## src/rtl/riscv_ex_operand_stage.sv

```systemverilog
// riscv_ex_operand_stage
//   ID/EX register ahead of the ALU. Holds one decoded instruction, selects
//   the ALU operands, forwards results from MEM/WB and stalls while a load
//   result in MEM is not yet available.
//
// Ports
//   clk_i, rst_ni                 clock, asynchronous active-low reset
//   valid_i / ready_o             upstream handshake (decoder)
//   pc_i, imm_i                   instruction PC and sign-extended immediate
//   rs1/rs2_addr_i, _data_i       source indices and register-file read data
//   a_sel_i, b_sel_i              operand selects (a: rs1/pc/0/0, b: rs2/imm/4/0)
//   alu_op_i, rd_addr_i           passed through to the ALU side
//   flush_i                       kill the held instruction
//   mem_*_i                       MEM-stage producer (mem_data_ok_i=0: load pending)
//   wb_*_i                        WB-stage register-file write port
//   valid_o / ready_i             downstream handshake (ALU)
//   alu_a_o, alu_b_o, alu_op_o    ALU operands and opcode
//   rd_addr_o, store_data_o       destination index, forwarded rs2 for stores
module riscv_ex_operand_stage #(
   parameter int unsigned XLEN = 32
) (
   input  logic            clk_i,
   input  logic            rst_ni,
   input  logic            valid_i,
   output logic            ready_o,
   input  logic [XLEN-1:0] pc_i,
   input  logic [XLEN-1:0] imm_i,
   input  logic [4:0]      rs1_addr_i,
   input  logic [4:0]      rs2_addr_i,
   input  logic [XLEN-1:0] rs1_data_i,
   input  logic [XLEN-1:0] rs2_data_i,
   input  logic [1:0]      a_sel_i,
   input  logic [1:0]      b_sel_i,
   input  logic [4:0]      alu_op_i,
   input  logic [4:0]      rd_addr_i,
   input  logic            flush_i,
   input  logic            mem_we_i,
   input  logic [4:0]      mem_rd_i,
   input  logic [XLEN-1:0] mem_data_i,
   input  logic            mem_data_ok_i,
   input  logic            wb_we_i,
   input  logic [4:0]      wb_rd_i,
   input  logic [XLEN-1:0] wb_data_i,
   output logic            valid_o,
   input  logic            ready_i,
   output logic [XLEN-1:0] alu_a_o,
   output logic [XLEN-1:0] alu_b_o,
   output logic [4:0]      alu_op_o,
   output logic [4:0]      rd_addr_o,
   output logic [XLEN-1:0] store_data_o
);

   logic            valid_q,    valid_d;
   logic [XLEN-1:0] pc_q,       pc_d;
   logic [XLEN-1:0] imm_q,      imm_d;
   logic [4:0]      rs1_addr_q, rs1_addr_d;
   logic [4:0]      rs2_addr_q, rs2_addr_d;
   logic [XLEN-1:0] rs1_data_q, rs1_data_d;
   logic [XLEN-1:0] rs2_data_q, rs2_data_d;
   logic [1:0]      a_sel_q,    a_sel_d;
   logic [1:0]      b_sel_q,    b_sel_d;
   logic [4:0]      op_q,       op_d;
   logic [4:0]      rd_q,       rd_d;

   logic            mem_hit1, mem_hit2, wb_hit1, wb_hit2;
   logic [XLEN-1:0] rs1_fwd, rs2_fwd;
   logic            hazard, accept;

   // Forwarding on the held entry; x0 never hits and always reads as zero.
   always_comb begin
      mem_hit1 = mem_we_i && (mem_rd_i == rs1_addr_q) && (rs1_addr_q != '0);
      mem_hit2 = mem_we_i && (mem_rd_i == rs2_addr_q) && (rs2_addr_q != '0);
      wb_hit1  = wb_we_i  && (wb_rd_i  == rs1_addr_q) && (rs1_addr_q != '0);
      wb_hit2  = wb_we_i  && (wb_rd_i  == rs2_addr_q) && (rs2_addr_q != '0);

      if (rs1_addr_q == '0) rs1_fwd = '0;
      else if (mem_hit1)    rs1_fwd = mem_data_i;
      else if (wb_hit1)     rs1_fwd = wb_data_i;
      else                  rs1_fwd = rs1_data_q;

      if (rs2_addr_q == '0) rs2_fwd = '0;
      else if (mem_hit2)    rs2_fwd = mem_data_i;
      else if (wb_hit2)     rs2_fwd = wb_data_i;
      else                  rs2_fwd = rs2_data_q;
   end

   // rs2 always feeds store_data_o, so any pending-load hit on rs2 stalls;
   // rs1 only stalls when it is actually selected onto operand a.
   always_comb begin
      hazard  = valid_q && !mem_data_ok_i &&
                ((mem_hit1 && (a_sel_q == 2'd0)) || mem_hit2);
      valid_o = valid_q && !hazard;
      ready_o = !valid_q || (ready_i && !hazard);
      accept  = valid_i && ready_o;
   end

   always_comb begin
      case (a_sel_q)
         2'd0:    alu_a_o = rs1_fwd;
         2'd1:    alu_a_o = pc_q;
         default: alu_a_o = '0;
      endcase
      case (b_sel_q)
         2'd0:    alu_b_o = rs2_fwd;
         2'd1:    alu_b_o = imm_q;
         2'd2:    alu_b_o = XLEN'(4);
         default: alu_b_o = '0;
      endcase
      store_data_o = rs2_fwd;
      alu_op_o     = op_q;
      rd_addr_o    = rd_q;
   end

   always_comb begin
      valid_d    = valid_q;
      pc_d       = pc_q;
      imm_d      = imm_q;
      rs1_addr_d = rs1_addr_q;
      rs2_addr_d = rs2_addr_q;
      rs1_data_d = rs1_data_q;
      rs2_data_d = rs2_data_q;
      a_sel_d    = a_sel_q;
      b_sel_d    = b_sel_q;
      op_d       = op_q;
      rd_d       = rd_q;

      if (flush_i) begin
         valid_d = 1'b0;
      end else if (accept) begin
         valid_d    = 1'b1;
         pc_d       = pc_i;
         imm_d      = imm_i;
         rs1_addr_d = rs1_addr_i;
         rs2_addr_d = rs2_addr_i;
         // Register file is read before the WB write lands; bypass it here.
         rs1_data_d = (wb_we_i && wb_rd_i == rs1_addr_i && rs1_addr_i != '0) ? wb_data_i : rs1_data_i;
         rs2_data_d = (wb_we_i && wb_rd_i == rs2_addr_i && rs2_addr_i != '0) ? wb_data_i : rs2_data_i;
         a_sel_d    = a_sel_i;
         b_sel_d    = b_sel_i;
         op_d       = alu_op_i;
         rd_d       = rd_addr_i;
      end else if (valid_q) begin
         if (valid_o && ready_i) valid_d = 1'b0;
         // Capture WB writes so the value survives the producer retiring.
         if (wb_hit1) rs1_data_d = wb_data_i;
         if (wb_hit2) rs2_data_d = wb_data_i;
      end
   end

   always_ff @(posedge clk_i or negedge rst_ni) begin
      if (!rst_ni) begin
         valid_q    <= 1'b0;
         pc_q       <= '0;
         imm_q      <= '0;
         rs1_addr_q <= '0;
         rs2_addr_q <= '0;
         rs1_data_q <= '0;
         rs2_data_q <= '0;
         a_sel_q    <= '0;
         b_sel_q    <= '0;
         op_q       <= '0;
         rd_q       <= '0;
      end else begin
         valid_q    <= valid_d;
         pc_q       <= pc_d;
         imm_q      <= imm_d;
         rs1_addr_q <= rs1_addr_d;
         rs2_addr_q <= rs2_addr_d;
         rs1_data_q <= rs1_data_d;
         rs2_data_q <= rs2_data_d;
         a_sel_q    <= a_sel_d;
         b_sel_q    <= b_sel_d;
         op_q       <= op_d;
         rd_q       <= rd_d;
      end
   end

endmodule

```

## config.mk

```make
export PLATFORM = sky130hd
export DESIGN_NAME = riscv_ex_operand_stage
export DESIGN_NICKNAME = d
export VERILOG_FILES = /design/src/rtl/riscv_ex_operand_stage.sv
export SDC_FILE = /design/constraint.sdc
export NUM_CORES = 1
export LEC_CHECK = 0
export BUFFER_PORTS_ARGS = -buffer_cell sky130_fd_sc_hd__buf_2
export CORE_AREA = 4 4 169 171
export DETAILED_ROUTE_END_ITERATION = 10
export DIE_AREA = 0 0 173 175
export GPL_TIMING_DRIVEN = 0
export PLACE_DENSITY = 0.64
export SKIP_LAST_GASP = 1
export SYNTH_ARGS = -nofsm -noshare
export SYNTH_HDL_FRONTEND = slang
export SYNTH_SLANG_ARGS = --single-unit
```

## constraint.sdc

```tcl
create_clock -name clk_i -period 3.08 [get_ports clk_i]
set_clock_uncertainty 0.05 [all_clocks]
set_input_delay 0.616 -clock clk_i [delete_from_list [all_inputs] [get_ports clk_i]]
set_output_delay 0.616 -clock clk_i [all_outputs]
set_load 0.05 [all_outputs]
```

# Word level (Yosys, flattened, before mapping)
# Cells that the tools add are included.
# word_totals
reg_bits,153
in_bits,234
out_inout_bits,108
elab_cells,74
# op_classes
n_eq_ne,9
n_mux,18
bitwise_logic,1
reduce_logical,35
# ops
op,count
$mux 32,12
$pmux 32 s3,1
$pmux 32 s2,1
$eq 5x5->1,6
$reduce_bool 5->1,4
$logic_and 1x1->1,19
$logic_not 5->1,2
$eq 2x1->1 const B,2
$logic_not 2->1,2
$mux 1,4
$reduce_and 2->1,2
$logic_not 1->1,3
$eq 2x2->1 const B,1
$logic_or 1x1->1,2
$reduce_bool 2->1,1
$not 1->1,1

# Depth between registers and ports, before layout
# logic_depth
word_depth,13
mapped_depth,9
ltp_nobuf,7

# Least setup slack after synthesis
# No wires, ideal clock.
# synth_timing
kind,in2out
startpoint,input port mem_rd_i[0]
endpoint,output port alu_b_o[2]
arrival_ns,4.014
t_required_ns,2.414
slack_ns,-1.600
stages,7
n_path_buf,2
cell_sequence,xor2_1 or4_4 buf_4 buf_4 a211oi_1 nor2_1 o21ai_0
# synth_via
elab_chain_cells,6
# synth_lines
item,line_no,rtl
from (decl),38,"input logic [4:0] mem_rd_i,"
$eq 5x5->1,72,mem_hit2 = mem_we_i && (mem_rd_i == rs2_addr_q) && (rs2_addr_q != '0);
$logic_and 1x1->1 (2 in series),72,
$mux 32,82,else if (mem_hit2) rs2_fwd = mem_data_i;
$mux 32,81,if (rs2_addr_q == '0) rs2_fwd = '0;
named net store_data_o[2],50,output logic [XLEN-1:0] store_data_o
$pmux 32 s3,103,case (b_sel_q)
to (decl),47,"output logic [XLEN-1:0] alu_b_o,"
# The timed path passes the listed nets, and every way through them passes these cells.

# Worst setup path after layout
# layout_timing
startpoint,register rs2_addr_q[3]
endpoint,output port alu_b_o[18]
# layout_via
elab_chain_cells,7
elab_cells_between_ends,12
classes_between,eq/ne (2); mux (4); reduce/logical (6)
# layout_lines
item,line_no,rtl
from (decl),57,"logic [4:0] rs2_addr_q, rs2_addr_d;"
from (signal assigned),168,rs2_addr_q <= rs2_addr_d;
$eq 5x5->1,74,wb_hit2 = wb_we_i && (wb_rd_i == rs2_addr_q) && (rs2_addr_q != '0);
$logic_and 1x1->1 (2 in series),74,
$mux 32,83,else if (wb_hit2) rs2_fwd = wb_data_i;
$mux 32,82,
$mux 32 *,81,
$pmux 32 s3 *,103,
# Every way passes the cells marked *; elsewhere a longest branch is shown, timed or not.

==> metrics.md <==
| Metric | Value |
|---|---|
| Largest net degree at the start of global routing | `83` |
| Clock sinks | `153` |
| Critical Path AT | `2.85 ns` |
| Routability cong. | `0.860` |
| Number of I/O pins | `342` |
| VDD IR-drop max | `0.484 mV` |
| Root buf cell | `clkbuf_16` |
| Hpwl dp | `28.0 mm` |
| Dpl ws | `-1.09 ns` |
| GR Util met3 | `0.0554` |
| Critical path's slowest cell | `or4_4` |
| Slew @ Worst Pin | `1.16 ns` |
| Overall Power | `0.0102 W` |
| Critical R2R Launch | `rs1_addr_q[2]$_DFFE_PN0P_` |
| CP peak stage delay | `0.55 ns` |
| Hold_buf cts | `0` |
| Die width | `173 um` |
| Crit-path cells | `or4_4 -> nor2_4 -> buf_6 -> nor3_4 -> buf_6 -> buf_8 -> mux2i_2 -> a211oi_4 -> a22o_4 -> buf_8` |
| Area Growth Syn to Fin | `69.6%` |
| Seq/Total Area, Yosys | `0.422` |
| Final worst slack | `-0.438 ns` |
| GRT met1 Usage | `0.320` |
| CTS tree | `done` |
| Post-synth cell types | `41` |
| Grt total ovfl | `0` |
| Via count | `9326` |
| Starting density of the core | `0.337` |
| H-tree depth | `4` |
| Synth warn | `0` |
| CTS Buffer Depth | `2` |
| RSZ-0062 raised after global routing | `yes` |
| Crit-path max FO | `10` |
| DRT Wirelength | `41.0 mm` |
| Leak Pwr | `6.99 nW` |
| Drt wl/cell | `23.9 um` |
| Startpoint Class | `flip-flop` |
| Vias in the first global route | `9831` |
| Drt initial violations | `532` |
| Number of port buffers | `336` |
| Die extent in y | `175 um` |
| Max frequency | `284 MHz` |
| Core Area | `26900 um^2` |
| Final Hold Fails | `0` |
| CTS Buf Count | `17` |
| Grt met2 use | `0.444` |
| Delay-heaviest family, CP | `simple AND/OR/NAND/NOR gates` |
| Post-synthesis register bit count | `153` |
| HP Class | `in -> async` |
| Initial antenna violation count | `5` |
| Clock slew at reported path FFs | `0.07 ns` |
| Minimum clock period | `3.52 ns` |
| Mapped Area | `9070 um^2` |
| Layout cells sized above 1 | `0.595` |
| Clk Latency, worst-skew pair | `0.42 ns` |
| Placed Area | `12300 um^2` |
| Status | `finished, violations left` |
| RR Endpoint | `rs1_data_q[7]$_DFFE_PN0P_` |
| Via/cell ratio | `5.43` |
| Tot GR Track Use | `0.253` |
| Drc violations | `0` |
| Maxcap violations | `0` |
| Final period util | `1.14` |
| Final setup fails | `97` |
| Slew headroom | `0.226` |
| Worst Path Required | `2.41 ns` |
| Pwr dens | `664 nW/um^2` |
| Avg Inst Size Synth | `9.90 um^2` |
| Max Slew Vio Count | `0` |
| Gate Count Post-Synth | `916` |
| Nets@finish | `1594` |
| Global-route wire length before repair | `59.2 mm` |
| Die ar. | `30300 um^2` |
| Mapped Nets | `1150` |
| WS Path Type | `reg -> out` |
| CP bufs+invs | `4` |
| Fin area | `15400 um^2` |
| Flop2flop setup slack | `0.12 ns` |
| Most Crowded Layer GR | `met2` |
| CP Capture Type | `output port` |
| Reg2Reg Depth | `15` |
| Drt pass-1 iters | `5` |
| Failing checks | `setup timing` |
| Site row count | `60` |
| Routed Antenna Nets | `0` |
==> per-stage QoR <==
stage          cells  setup TNS (ns)  hold WS (ns)   util
3_3_place_gp    1593         -238.97         0.421  0.455
3_5_place_dp    1594          -52.03         0.426  0.457
4_1_cts         1675          -29.89         0.128  0.522
5_1_grt         1716          -39.12         0.122  0.572
6_report        1717          -32.12        0.0925  0.572
2_1_floorplan    916           -5.53         0.270      -
==> synth_stat cells <==
library cell,number,area share
o31ai_4,1,0.0023
buf_4,4,0.0033
nor3_1,2,0.0011
a22o_1,63,0.061
o41ai_1,1,0.00097
o21ai_1,1,0.00055
o22ai_1,32,0.022
xor2_1,10,0.0097
o21ai_2,2,0.0019
and2_1,1,0.00069
o21bai_1,1,0.00083
o22ai_2,1,0.0014
and3_2,1,0.00083
nor3_2,1,0.0011
mux2i_1,96,0.11
buf_2,30,0.017
clkbuf_1,39,0.016
nand4_1,5,0.0034
mux2_4,9,0.015
xnor2_1,18,0.017
nor2_2,1,0.00069
dfrtp_1,153,0.42
a21o_1,1,0.00083
a31oi_1,32,0.022
a21oi_1,68,0.038
nor2_1,71,0.029
nand2_1,73,0.030
nand3b_1,1,0.00083
mux2_1,11,0.014
inv_1,36,0.015
nor2_4,1,0.0012
nor2b_1,2,0.0014
o21ai_0,35,0.019
buf_6,3,0.0037
or4_1,3,0.0025
buf_1,2,0.00083
mux2_2,68,0.084
a211oi_1,33,0.027
nor4_2,2,0.0028
or4_4,1,0.0012
o2bb2ai_1,1,0.00097
==> worst register-to-register path: cells and delay by family (launching register included) <==
| kind | cells | cell delay (ns) |
|---|---|---|
| muxes | 1 | 0.20 |
| buffers and inverters | 9 | 1.22 |
| and+or+nand+nor | 4 | 0.85 |
| DFF | 1 | 0.47 |
| AOI/OAI and AO/OA | 1 | 0.11 |
==> registers in the layout (all words and copies together), names as in the netlist <==
signal / count
valid_q: 1
alu_op_o: 5
rs2_data_q: 32
rs1_addr_q: 5
rd_addr_o: 5
imm_q: 32
b_sel_q: 2
a_sel_q: 2
pc_q: 32
rs1_data_q: 32
rs2_addr_q: 5
==> what timing repair did <==
| item | in CTS | in global routing |
|---|---|---|
| cloned | 0 | 5 |
| gates resized for setup | 246 | 242 |
| hold endpoints to repair | 0 | 0 |
| setup endpoints to repair | 149 | 151 |
| pin swaps | 14 | 54 |
| setup buffers | 49 | 36 |
==> cells in the final DEF (no fill, tap or decap), types with 5 or more instances in the layout <==
cell	count
clkbuf_1	19
a21oi_1	35
mux2_1	11
clkbuf_16	22
buf_6	46
mux2_4	9
clkbuf_2	11
nor2_4	6
a22o_4	31
mux2_2	68
a31oi_1	32
buf_12	8
xnor2_1	17
inv_1	36
nor2_1	43
buf_4	79
a211oi_4	32
nor2_2	24
mux2i_4	25
a21oi_4	5
o22ai_1	32
dfrtp_1	148
mux2i_2	24
dfrtp_2	5
buf_8	66
nand4_1	5
o21ai_4	31
mux2i_1	47
xor2_1	10
a21oi_2	28
a22o_1	32
nand2_1	73
buf_2	260
==> where the power goes <==
part / switching [W] / leakage, nW / internal (W)
combinational: 0.00305 / 4.92 / 0.00240
sequential: 0.000303 / 1.80 / 0.00239
clock: 0.000990 / 0.265 / 0.00108
==> cells by family (layout without fill, tap and decap cells) <==
group,count (synthesis),in the layout,share of synthesized area
simple gates,165,165,0.0774
buf+inv,114,571,0.0555
other cells,0,3,0
flops,153,153,0.422
compound gates,272,272,0.199
mux,184,184,0.219
xor+xnor,28,28,0.0270
==> metal layers <==
layer	share of wire	routed length, um	vias to the layer above
met3	0.064	2620	55
met1	0.41	16800	4654
met2	0.51	20800	403
li1	-	-	4208
met4	0.019	793	6
met5	0.0011	46	-
==> layout make-up <==
cell class / instances / area (um^2)
Clock buffer: 19 / 443
Tap cell: 341 / 427
Clock inverter: 13 / 111
Sequential cell: 153 / 3830
Fill cell: 2317 / 11500
Antenna cell: 3 / 7.51
Inverter: 36 / 135
Buffer: 78 / 604
Timing Repair Buffer: 425 / 3350
Multi-Input combinational cell: 649 / 6470
==> worst max path at each step <==
stage	start	end	slack (ns)	cells after the start
3_5_place_dp	mem_rd_i[4]	alu_a_o[19]	-1.09	8
3_3_place_gp	rst_ni	imm_q[18]$_DFFE_PN0P_	-1.24	1
4_1_cts	rs2_addr_q[1]$_DFFE_PN0P_	alu_b_o[11]	-0.41	8
2_1_floorplan	mem_rd_i[0]	alu_b_o[2]	-0.19	7
5_1_grt	rs2_addr_q[3]$_DFFE_PN0P_	alu_b_o[18]	-0.50	10
6_report	rs2_addr_q[3]$_DFFE_PN0P_	alu_b_o[18]	-0.44	10
Power figures use the tool's default switching activity.
